$ cat src/rtl/axis_dmux_pkg.sv
// Shared types and constants for the AXI-Stream demux scheduler.
package axis_dmux_pkg;

    localparam int unsigned NUM_PORTS = 4;
    localparam int unsigned SEL_W     = 2;

    typedef enum logic {
        ST_IDLE   = 1'b0,
        ST_ACTIVE = 1'b1
    } state_e;

    typedef struct packed {
        logic [SEL_W-1:0] dest;
        logic             drop;
    } cmd_t;

    localparam int unsigned CMD_W = $bits(cmd_t);

endpackage

$ cat src/rtl/axis_dmux_cmd_fifo.sv
// Routing-command FIFO; flush clears it and overrides push/pop.
module axis_dmux_cmd_fifo
    import axis_dmux_pkg::*;
#(
    parameter int unsigned DEPTH = 4
) (
    input  logic             clk,
    input  logic             rst_n,
    input  logic             flush,
    input  logic             push,
    input  logic             pop,
    input  logic [CMD_W-1:0] wdata,
    output logic [CMD_W-1:0] rdata_c,
    output logic             empty_c,
    output logic             not_full
);

    localparam int unsigned AW = (DEPTH > 1) ? $clog2(DEPTH) : 1;
    localparam int unsigned CW = AW + 1;

    logic [CMD_W-1:0] mem_q [DEPTH];
    logic [AW-1:0]    wr_ptr_q, wr_ptr_d;
    logic [AW-1:0]    rd_ptr_q, rd_ptr_d;
    logic [CW-1:0]    cnt_q, cnt_d;
    logic             not_full_q, not_full_d;
    logic             do_push_c, do_pop_c;

    always_comb begin
        do_push_c  = push && !flush && (cnt_q != CW'(DEPTH));
        do_pop_c   = pop && !flush && (cnt_q != '0);
        wr_ptr_d   = wr_ptr_q;
        rd_ptr_d   = rd_ptr_q;
        cnt_d      = cnt_q;
        if (flush) begin
            wr_ptr_d = '0;
            rd_ptr_d = '0;
            cnt_d    = '0;
        end else begin
            if (do_push_c) wr_ptr_d = wr_ptr_q + AW'(1);
            if (do_pop_c)  rd_ptr_d = rd_ptr_q + AW'(1);
            cnt_d = cnt_q + CW'(do_push_c) - CW'(do_pop_c);
        end
        // Ready is registered so it stays low through reset and rises one edge later.
        not_full_d = (cnt_d != CW'(DEPTH));
    end

    always_ff @(posedge clk or negedge rst_n) begin
        if (!rst_n) begin
            wr_ptr_q   <= '0;
            rd_ptr_q   <= '0;
            cnt_q      <= '0;
            not_full_q <= 1'b0;
        end else begin
            wr_ptr_q   <= wr_ptr_d;
            rd_ptr_q   <= rd_ptr_d;
            cnt_q      <= cnt_d;
            not_full_q <= not_full_d;
        end
    end

    always_ff @(posedge clk) begin
        if (do_push_c) mem_q[wr_ptr_q] <= wdata;
    end

    assign rdata_c  = mem_q[rd_ptr_q];
    assign empty_c  = (cnt_q == '0);
    assign not_full = not_full_q;

endmodule

$ cat src/rtl/axis_dmux_sched.sv
// Per-frame demux scheduler: pops routing commands, drives demux control
// and counts delivered/dropped frames at each end of frame.
module axis_dmux_sched
    import axis_dmux_pkg::*;
#(
    parameter int unsigned CMD_DEPTH = 4,
    parameter int unsigned CNT_WIDTH = 16
) (
    input  logic                           clk,
    input  logic                           rst_n,
    input  logic                           cmd_valid,
    output logic                           cmd_ready,
    input  logic [SEL_W-1:0]               cmd_dest,
    input  logic                           cmd_drop,
    input  logic                           s_axis_tvalid,
    input  logic                           s_axis_tready,
    input  logic                           s_axis_tlast,
    output logic                           enable,
    output logic                           drop,
    output logic [SEL_W-1:0]               sel,
    input  logic                           flush,
    input  logic                           stat_clear,
    output logic [NUM_PORTS*CNT_WIDTH-1:0] frame_cnt,
    output logic [CNT_WIDTH-1:0]           drop_cnt,
    output logic                           busy
);

    state_e             state_q, state_d;
    logic [SEL_W-1:0]   sel_q, sel_d;
    logic               drop_q, drop_d;
    logic               enable_q, enable_d;
    logic               busy_q, busy_d;
    logic [CNT_WIDTH-1:0] frame_cnt_q [NUM_PORTS];
    logic [CNT_WIDTH-1:0] frame_cnt_d [NUM_PORTS];
    logic [CNT_WIDTH-1:0] drop_cnt_q, drop_cnt_d;

    logic               fifo_push_c, fifo_pop_c, fifo_empty_c, fifo_not_full;
    logic [CMD_W-1:0]   fifo_rdata_c;
    cmd_t               head_c;
    logic               eof_c, can_load_c;

    assign fifo_push_c = cmd_valid && fifo_not_full;
    assign head_c      = cmd_t'(fifo_rdata_c);

    axis_dmux_cmd_fifo #(
        .DEPTH (CMD_DEPTH)
    ) u_cmd_fifo (
        .clk      (clk),
        .rst_n    (rst_n),
        .flush    (flush),
        .push     (fifo_push_c),
        .pop      (fifo_pop_c),
        .wdata    ({cmd_dest, cmd_drop}),
        .rdata_c  (fifo_rdata_c),
        .empty_c  (fifo_empty_c),
        .not_full (fifo_not_full)
    );

    // Frame sequencing: load a command from IDLE or back-to-back at end of frame.
    always_comb begin
        state_d    = state_q;
        sel_d      = sel_q;
        drop_d     = drop_q;
        enable_d   = enable_q;
        fifo_pop_c = 1'b0;
        eof_c      = (state_q == ST_ACTIVE) && s_axis_tvalid && s_axis_tready && s_axis_tlast;
        can_load_c = !fifo_empty_c && !flush;
        case (state_q)
            ST_IDLE: begin
                if (can_load_c) begin
                    fifo_pop_c = 1'b1;
                    sel_d      = head_c.dest;
                    drop_d     = head_c.drop;
                    enable_d   = 1'b1;
                    state_d    = ST_ACTIVE;
                end
            end
            ST_ACTIVE: begin
                if (eof_c) begin
                    if (can_load_c) begin
                        fifo_pop_c = 1'b1;
                        sel_d      = head_c.dest;
                        drop_d     = head_c.drop;
                    end else begin
                        enable_d = 1'b0;
                        state_d  = ST_IDLE;
                    end
                end
            end
            default: begin
                enable_d = 1'b0;
                state_d  = ST_IDLE;
            end
        endcase
        busy_d = (state_d == ST_ACTIVE);
    end

    // Statistics; a clear wins over a coincident end of frame.
    always_comb begin
        frame_cnt_d = frame_cnt_q;
        drop_cnt_d  = drop_cnt_q;
        if (stat_clear) begin
            for (int p = 0; p < NUM_PORTS; p++) frame_cnt_d[p] = '0;
            drop_cnt_d = '0;
        end else if (eof_c) begin
            if (drop_q) drop_cnt_d = drop_cnt_q + CNT_WIDTH'(1);
            else        frame_cnt_d[sel_q] = frame_cnt_q[sel_q] + CNT_WIDTH'(1);
        end
    end

    always_ff @(posedge clk or negedge rst_n) begin
        if (!rst_n) begin
            state_q    <= ST_IDLE;
            sel_q      <= '0;
            drop_q     <= 1'b0;
            enable_q   <= 1'b0;
            busy_q     <= 1'b0;
            drop_cnt_q <= '0;
            for (int p = 0; p < NUM_PORTS; p++) frame_cnt_q[p] <= '0;
        end else begin
            state_q    <= state_d;
            sel_q      <= sel_d;
            drop_q     <= drop_d;
            enable_q   <= enable_d;
            busy_q     <= busy_d;
            drop_cnt_q <= drop_cnt_d;
            for (int p = 0; p < NUM_PORTS; p++) frame_cnt_q[p] <= frame_cnt_d[p];
        end
    end

    always_comb begin
        frame_cnt = '0;
        for (int p = 0; p < NUM_PORTS; p++) frame_cnt[p*CNT_WIDTH +: CNT_WIDTH] = frame_cnt_q[p];
    end

    assign cmd_ready = fifo_not_full;
    assign enable    = enable_q;
    assign drop      = drop_q;
    assign sel       = sel_q;
    assign busy      = busy_q;
    assign drop_cnt  = drop_cnt_q;

endmodule
$ cat config.mk
export PLATFORM = sky130hd
export DESIGN_NAME = axis_dmux_sched
export DESIGN_NICKNAME = d
export VERILOG_FILES = /design/src/rtl/axis_dmux_pkg.sv /design/src/rtl/axis_dmux_cmd_fifo.sv /design/src/rtl/axis_dmux_sched.sv
export SDC_FILE = /design/constraint.sdc
export NUM_CORES = 1
export LEC_CHECK = 0
export BUFFER_PORTS_ARGS = -buffer_cell sky130_fd_sc_hd__buf_2
export CORE_MARGIN = 1
export CORE_UTILIZATION = 60
export DETAILED_ROUTE_END_ITERATION = 6
export PLACE_DENSITY = 0.85
export RECOVER_POWER = 100
export SYNTH_ARGS = -nofsm -noshare
export SYNTH_HDL_FRONTEND = slang
export SYNTH_SLANG_ARGS = --single-unit
$ cat constraint.sdc
create_clock -name clk -period 3.4 [get_ports clk]
set_input_delay 0.85 -clock clk [delete_from_list [all_inputs] [get_ports clk]]
set_output_delay 0.85 -clock clk [all_outputs]
set_load 0.01 [all_outputs]
After elaboration in Yosys (flattened, before gate mapping)
Memories as Yosys holds them, arrays and structs flattened.
Cells that the tools add are included.
{ "word_totals": {"register_bits": 93, "latchBits": 0, "ram_bits": 12, "romBits": 0, "in_bits": 11, "out_inout_bits": 86, "elab_cells": 85, "n_memories": 1} }
{ "op_classes": {"addsub": 6, "multipliers": 0, "n_div": 0, "order_cmp": 2, "eq_ne": 6, "shift": 0, "n_mux": 34, "bitwise": 2, "n_reduce_logical": 21} }
{ "mem_list": {"columns": ["name", "depth", "word_bits", "read_ports", "rd_ports_with_merged_regs", "wr", "line_no", "rtl"], "rows": [
  ["u_cmd_fifo.mem_q", 4, 3, 1, 0, 1, "axis_dmux_cmd_fifo.sv:21", "logic [CMD_W-1:0] mem_q [DEPTH];"]
]} }
{ "ops": {"columns": ["op", "n"], "rows": [
  ["2-to-1 mux 64 bit", 3],
  ["2-to-1 mux 16 bit", 6],
  ["bitwise mux 64 bit", 1],
  ["adder 16 x 1 -> 16 bit, second input constant", 2],
  ["binary-select mux 16 bit (select 2 bit)", 1],
  ["demux 16 bit (select 2 bit)", 1],
  ["2-to-1 mux 2 bit", 6],
  ["logical AND 1 bit", 10],
  ["2-to-1 mux 1 bit", 10],
  ["case mux 1 bit (2 select lines)", 4],
  ["nonzero test 2 bit", 4],
  ["inequality test 2 bit, second input constant", 3],
  ["inequality test 3 bit, second input constant", 2],
  ["adder 2 x 1 -> 2 bit, second input constant", 2],
  ["case mux 2 bit (2 select lines)", 1],
  ["AND reduction 2 bit", 2],
  ["adder 3 x 1 -> 3 bit", 1],
  ["greater-or-equal comparator 3 bit, second input constant", 1],
  ["logical NOT 3 bit", 1],
  ["less-than comparator 3 x 1 -> 1 bit, second input constant", 1],
  ["2-to-1 mux 3 bit", 1],
  ["NOT 2 -> 3 bit", 1],
  ["AND reduction 3 bit", 1],
  ["nonzero test 3 bit", 1],
  ["4 further kinds", 5]
]} }

Longest topological paths before layout
{ "logic_depth": {"word_depth": 11, "mapped_depth": 10} }

Modules after synthesis
From an unflattened synthesis, not the netlist that was laid out.
{ "hier_totals": {"cells_unflattened": 442, "hier_area_um2": 5132.4} }
{ "by_module_without_submodules": {"columns": ["mod", "n_inst", "cells_each", "area_per_inst_um2"], "rows": [
  ["axis_dmux_sched", 1, 381, 4201.5],
  ["axis_dmux_cmd_fifo", 1, 61, 930.9]
]} }

Worst setup path before layout
OpenSTA, ideal clock, no wires.
{ "synth_path": {"path_type": "in2reg", "startpoint": "in flush", "endpoint": "reg u_cmd_fifo.not_full_q, in the netlist u_cmd_fifo.not_full", "arrival_ns": 2.593, "t_required_ns": 3.278, "slack_ns": 0.685, "stages": 10, "path_buffers": 1, "cell_sequence": "clkbuf_1 -> a211oi_2 -> ha_1 -> inv_1 -> ha_1 -> inv_1 -> fa_1 -> nor2_1 -> nor2_1 -> nand2_1"} }
{ "synth_between": {"elab_chain_cells": 10} }
{ "synth_lines": {"columns": ["item", "line_no", "rtl"], "rows": [
  ["from (decl)", "axis_dmux_sched.sv:21", "input logic flush,"],
  ["logical NOT 1 bit", "axis_dmux_cmd_fifo.sv:29, axis_dmux_cmd_fifo.sv:30, axis_dmux_sched.sv:67", null],
  ["logical AND 1 bit", "axis_dmux_sched.sv:67", "can_load_c = !fifo_empty_c && !flush;"],
  ["2-to-1 mux 1 bit", "axis_dmux_sched.sv:70, axis_dmux_sched.sv:80", null],
  ["2-to-1 mux 1 bit", "axis_dmux_sched.sv:79", "if (eof_c) begin"],
  ["case mux 1 bit (2 select lines)", "axis_dmux_sched.sv:68", "case (state_q)"],
  ["logical AND 1 bit (2 in series)", "axis_dmux_cmd_fifo.sv:30", "do_pop_c = pop && !flush && (cnt_q != '0);"],
  ["subtractor 3 x 1 -> 3 bit", "axis_dmux_cmd_fifo.sv:41", "cnt_d = cnt_q + CW'(do_push_c) - CW'(do_pop_c);"],
  ["2-to-1 mux 3 bit *", "axis_dmux_cmd_fifo.sv:34", "if (flush) begin"],
  ["net u_cmd_fifo.cnt_d[1]", "axis_dmux_cmd_fifo.sv:24", "logic [CW-1:0] cnt_q, cnt_d;"],
  ["inequality test 3 bit *", "axis_dmux_cmd_fifo.sv:44", "not_full_d = (cnt_d != CW'(DEPTH));"],
  ["net u_cmd_fifo.not_full_d", "axis_dmux_cmd_fifo.sv:25", "logic not_full_q, not_full_d;"],
  ["to (signal assigned)", "axis_dmux_cmd_fifo.sv:57", "not_full_q <= not_full_d;"],
  ["to (decl)", "axis_dmux_cmd_fifo.sv:25", null]
]} }
The timed path passes the listed nets; every way through them passes the cells marked *.
A chain may end at the register's enable or synchronous reset.

Worst setup path in the final report
{ "layout_path": {"startpoint": "reg sel_q[0], in the netlist sel[0]", "endpoint": "reg frame_cnt_q (netlist bit frame_cnt[57])"} }
{ "layout_between": {"elab_chain_cells": 9} }
{ "layout_lines": {"columns": ["item", "line_no", "rtl"], "rows": [
  ["from (decl)", "axis_dmux_sched.sv:29", "logic [SEL_W-1:0] sel_q, sel_d;"],
  ["from (signal assigned)", "axis_dmux_sched.sv:122", "sel_q <= sel_d;"],
  ["NOT 2 -> 3 bit (not written as such) *", "axis_dmux_sched.sv:107", "else frame_cnt_d[sel_q] = frame_cnt_q[sel_q] + CNT_WIDTH'(1);"],
  ["binary-select mux 16 bit (select 2 bit), or another cell as far along", "axis_dmux_sched.sv:107", null],
  ["2-to-1 mux 16 bit (not written as such) or logical AND 1 bit (tied branches)", "axis_dmux_sched.sv:107", null],
  ["2-to-1 mux 16 bit (not written as such)", "axis_dmux_sched.sv:107", null],
  ["adder 16 x 1 -> 16 bit or demux 16 bit (select 2 bit) (tied branches)", "axis_dmux_sched.sv:107", null],
  ["bitwise mux 64 bit *", "axis_dmux_sched.sv:107", null],
  ["2-to-1 mux 64 bit *", "axis_dmux_sched.sv:106", "if (drop_q) drop_cnt_d = drop_cnt_q + CNT_WIDTH'(1);"],
  ["2-to-1 mux 64 bit *", "axis_dmux_sched.sv:105", "end else if (eof_c) begin"],
  ["2-to-1 mux 64 bit *", "axis_dmux_sched.sv:102", "if (stat_clear) begin"],
  ["to (decl)", "axis_dmux_sched.sv:33", "logic [CNT_WIDTH-1:0] frame_cnt_q [NUM_PORTS];"]
]} }
Every way passes the cells marked *; elsewhere a longest branch is shown, timed or not. The select of a mux whose other input is x is not followed.

==> out/qor.yml <==
outcome:
  outcome: "complete, but fails checks"
  violations: "max-capacitance violations, max-slew violations"
setup_path:
  critPathRequiredTime_ns: 3.60
  startpoint: "sel[0]"
  crit_arrival_ns: 3.10
  cp-start-kind: "flip-flop"
  worst-setup-path-type: "reg -> reg"
  end_kind: "flip-flop"
  reg2reg_from: "sel[0]"
  path_max_fanout: 11
  r2r_cells: 6
job:
  cap_violations: 1
placed_design:
  dpl_worst_slack_ns: 0.550
  place_congestion: 0.789
  place.port_buffers: 96
  dp_hpwl_um: 8410
clock_network:
  worstSkewPairLatency_ns: 0.37
  clkTransAtPathRegs_ns: 0.09
  cts_setup_buffers: 0
  htreeDepth: 3
  cts-buffers-inserted: 9
  cts_tree: "done"
  cts_buffer_depth: 2
  ctsResizeCount: 0
  cts-root-buf: "clkbuf_8"
  clkSinkCount: 105
  cts_hold_buf: 0
power_and_ir_drop:
  sw_frac_of_total: 0.318
  p_switching_mw: 0.953
  seq_power_share: 0.506
  p_leak_nw: 2.25
  cellInternalPower_mw: 2.05
  ir_drop_mv: 0.366
  clockPowerShare: 0.279
  p_comb_frac: 0.215
  p_total_mw: 3.00
  p_per_area_nw_per_um2: 518
timing:
  whs_ns: 0.550
  hold_viol_final: 0
  post-route-period-util: 0.852
  finalClockSkew_ns: 0.0115
  clock.fmax_mhz: 345
  fin_tns_setup_ns: 0
  setup_slack_ns: 0.502
  rsz0062_at_grt: "false"
  setup_viol: 0
  worst_pin_slew_ns: 2.29
  max-slew-margin-rel: -0.529
  drv_slew: 94
  period_minus_slack_ns: 2.90
floorplan:
  num_rows: 33
  io_pins: 97
  die_h_um: 95.0
  start_util: 0.625
  die_w_um: 95.0
  dieArea_um2: 9020
  core_um2: 8300
yosys:
  netlist.area_leader.share: 0.449
  synth_warnings: 0
  ys.flop_type: "dfrtp_1"
  syn-num-nets: 465
  ys_top_cells_by_area: "dfrtp_1 45%, a211oi_1 6.9%, edfxtp_1 6.9%"
  synthCells: 445
  async_reset_ff_frac: 0.886
  synthDistinctLibCells: 44
  yosysTopAreaCell: "dfrtp_1"
  ys_ff_latch: 105
  syn_avg_cell_area_um2: 11.7
  synth_edf_count: 12
  syn_area_um2: 5180
  seq_area_frac_synth: 0.518
global_routing:
  grt_pass1_vias: 3785
  grt_max_degree: 94
  grt_pass1_wl_um: 19400
  grtUsageTotal: 0.289
  grt_antenna_before_repair: 0
  grt_overflow: 0
route:
  dr.first_iter.drc_count: 261
  vias_per_cell: 6.05
  drcViolationCount: 0
  first_pass_iters: 4
  wl_um: 12100
  ant_nets: 0
  wl_per_cell_um: 18.6
  vias: 3941
final_layout:
  syn_to_final_growth_pct: 11.7
  drive_above_1_share: 0.0879
  nets: 561
  diodes: 0
  mostFrequentLayoutCells: "98 x clkbuf_1, 93 x dfrtp_1, 84 x nor2_1"
  layout_commonest_cell: "clkbuf_1"
hold_path:
  min_path_type: "reg -> reg"
  holdPathStages: 2
  min_from: "frame_cnt[52]"
-- sequential cells by signal (all words and copies together) (netlist names) --
signal               count
frame_cnt               64
enable                   1
drop_cnt                16
u_cmd_fifo.not_full      1
busy                     1
sel                      2
u_cmd_fifo.wr_ptr_q      2
u_cmd_fifo.mem_q        12
drop                     1
u_cmd_fifo.rd_ptr_q      2
u_cmd_fifo.cnt_q         3
-- cells by family (layout without fill, tap and decap cells) --
logic type,count (synthesis),in the layout,synth area share
simple gates,164,164,0.167
flops,105,105,0.518
compound gates,67,67,0.0912
mux,35,35,0.113
buf+inv,34,135,0.0326
xor+xnor,31,31,0.0538
fa+ha+maj,9,9,0.0232
-- cells in the mapped netlist, drive strengths merged, types with 3 or more instances --
master	number
or3	3
nor2	84
and4	3
nand2	16
mux4	18
o21ai	8
a211oi	49
and2	7
xnor2	18
dfrtp	93
nor3	4
clkbuf	16
nor4	11
nand3	14
buf	9
inv	9
and3	6
nand4	10
mux2i	16
xor2	13
edfxtp	12
ha	8
a21oi	5
-- worst max-delay path, stage by stage, from the launching register on --
cell and delay (ns):
dfrtp_1 0.78, buf_4 0.36, mux4_1 0.62, and3_1 0.30, and3_1 0.22, xnor2_1 0.31, a211oi_1 0.14
-- per-stage QoR --
step	cell area, µm²	utilization	instances
4_1_cts	5990	0.722	651
3_5_place_dp	5780	0.697	635
2_1_floorplan	5180	-	445
6_report	5790	0.698	651
3_3_place_gp	5780	0.697	635
5_1_grt	5790	0.698	651
-- per-layer routing --
layer,share of wire,global-route usage
met1,0.42,0.386
met2,0.50,0.467
met3,0.061,0.0620
met4,0.019,0.105
met5,0,0
-- worst paths after layout --
kind,to,slack [ns]
worst max-delay path,frame_cnt[57],0.50
worst min-delay path,frame_cnt[52],0.55
worst max register to register,frame_cnt[57],0.50
worst min register to register,frame_cnt[52],0.55
max in group asynchronous,sel[0],0.78
min in group asynchronous,frame_cnt[12],1.21
-- power by group through the flow --
stage / sequential, mW / clock, mW / combinational, mW
after floorplan: 1.48 / 0 / 0.543
after global placement: 1.54 / 0 / 0.649
after detailed placement: 1.54 / 0 / 0.685
after CTS: 1.52 / 0.850 / 0.688
after global routing: 1.54 / 0.894 / 0.710
final: 1.52 / 0.836 / 0.645
-- layout make-up --
cell class | count | area, µm²
timing repair buffer | 110 | 450
clock inverter | 5 | 80.1
inverter | 9 | 33.8
clock buffer | 11 | 131
tap | 105 | 131
fill | 651 | 2510
multi-input combinational | 306 | 2280
sequential | 105 | 2690
No activity file was read; power rests on OpenSTA's default activity.
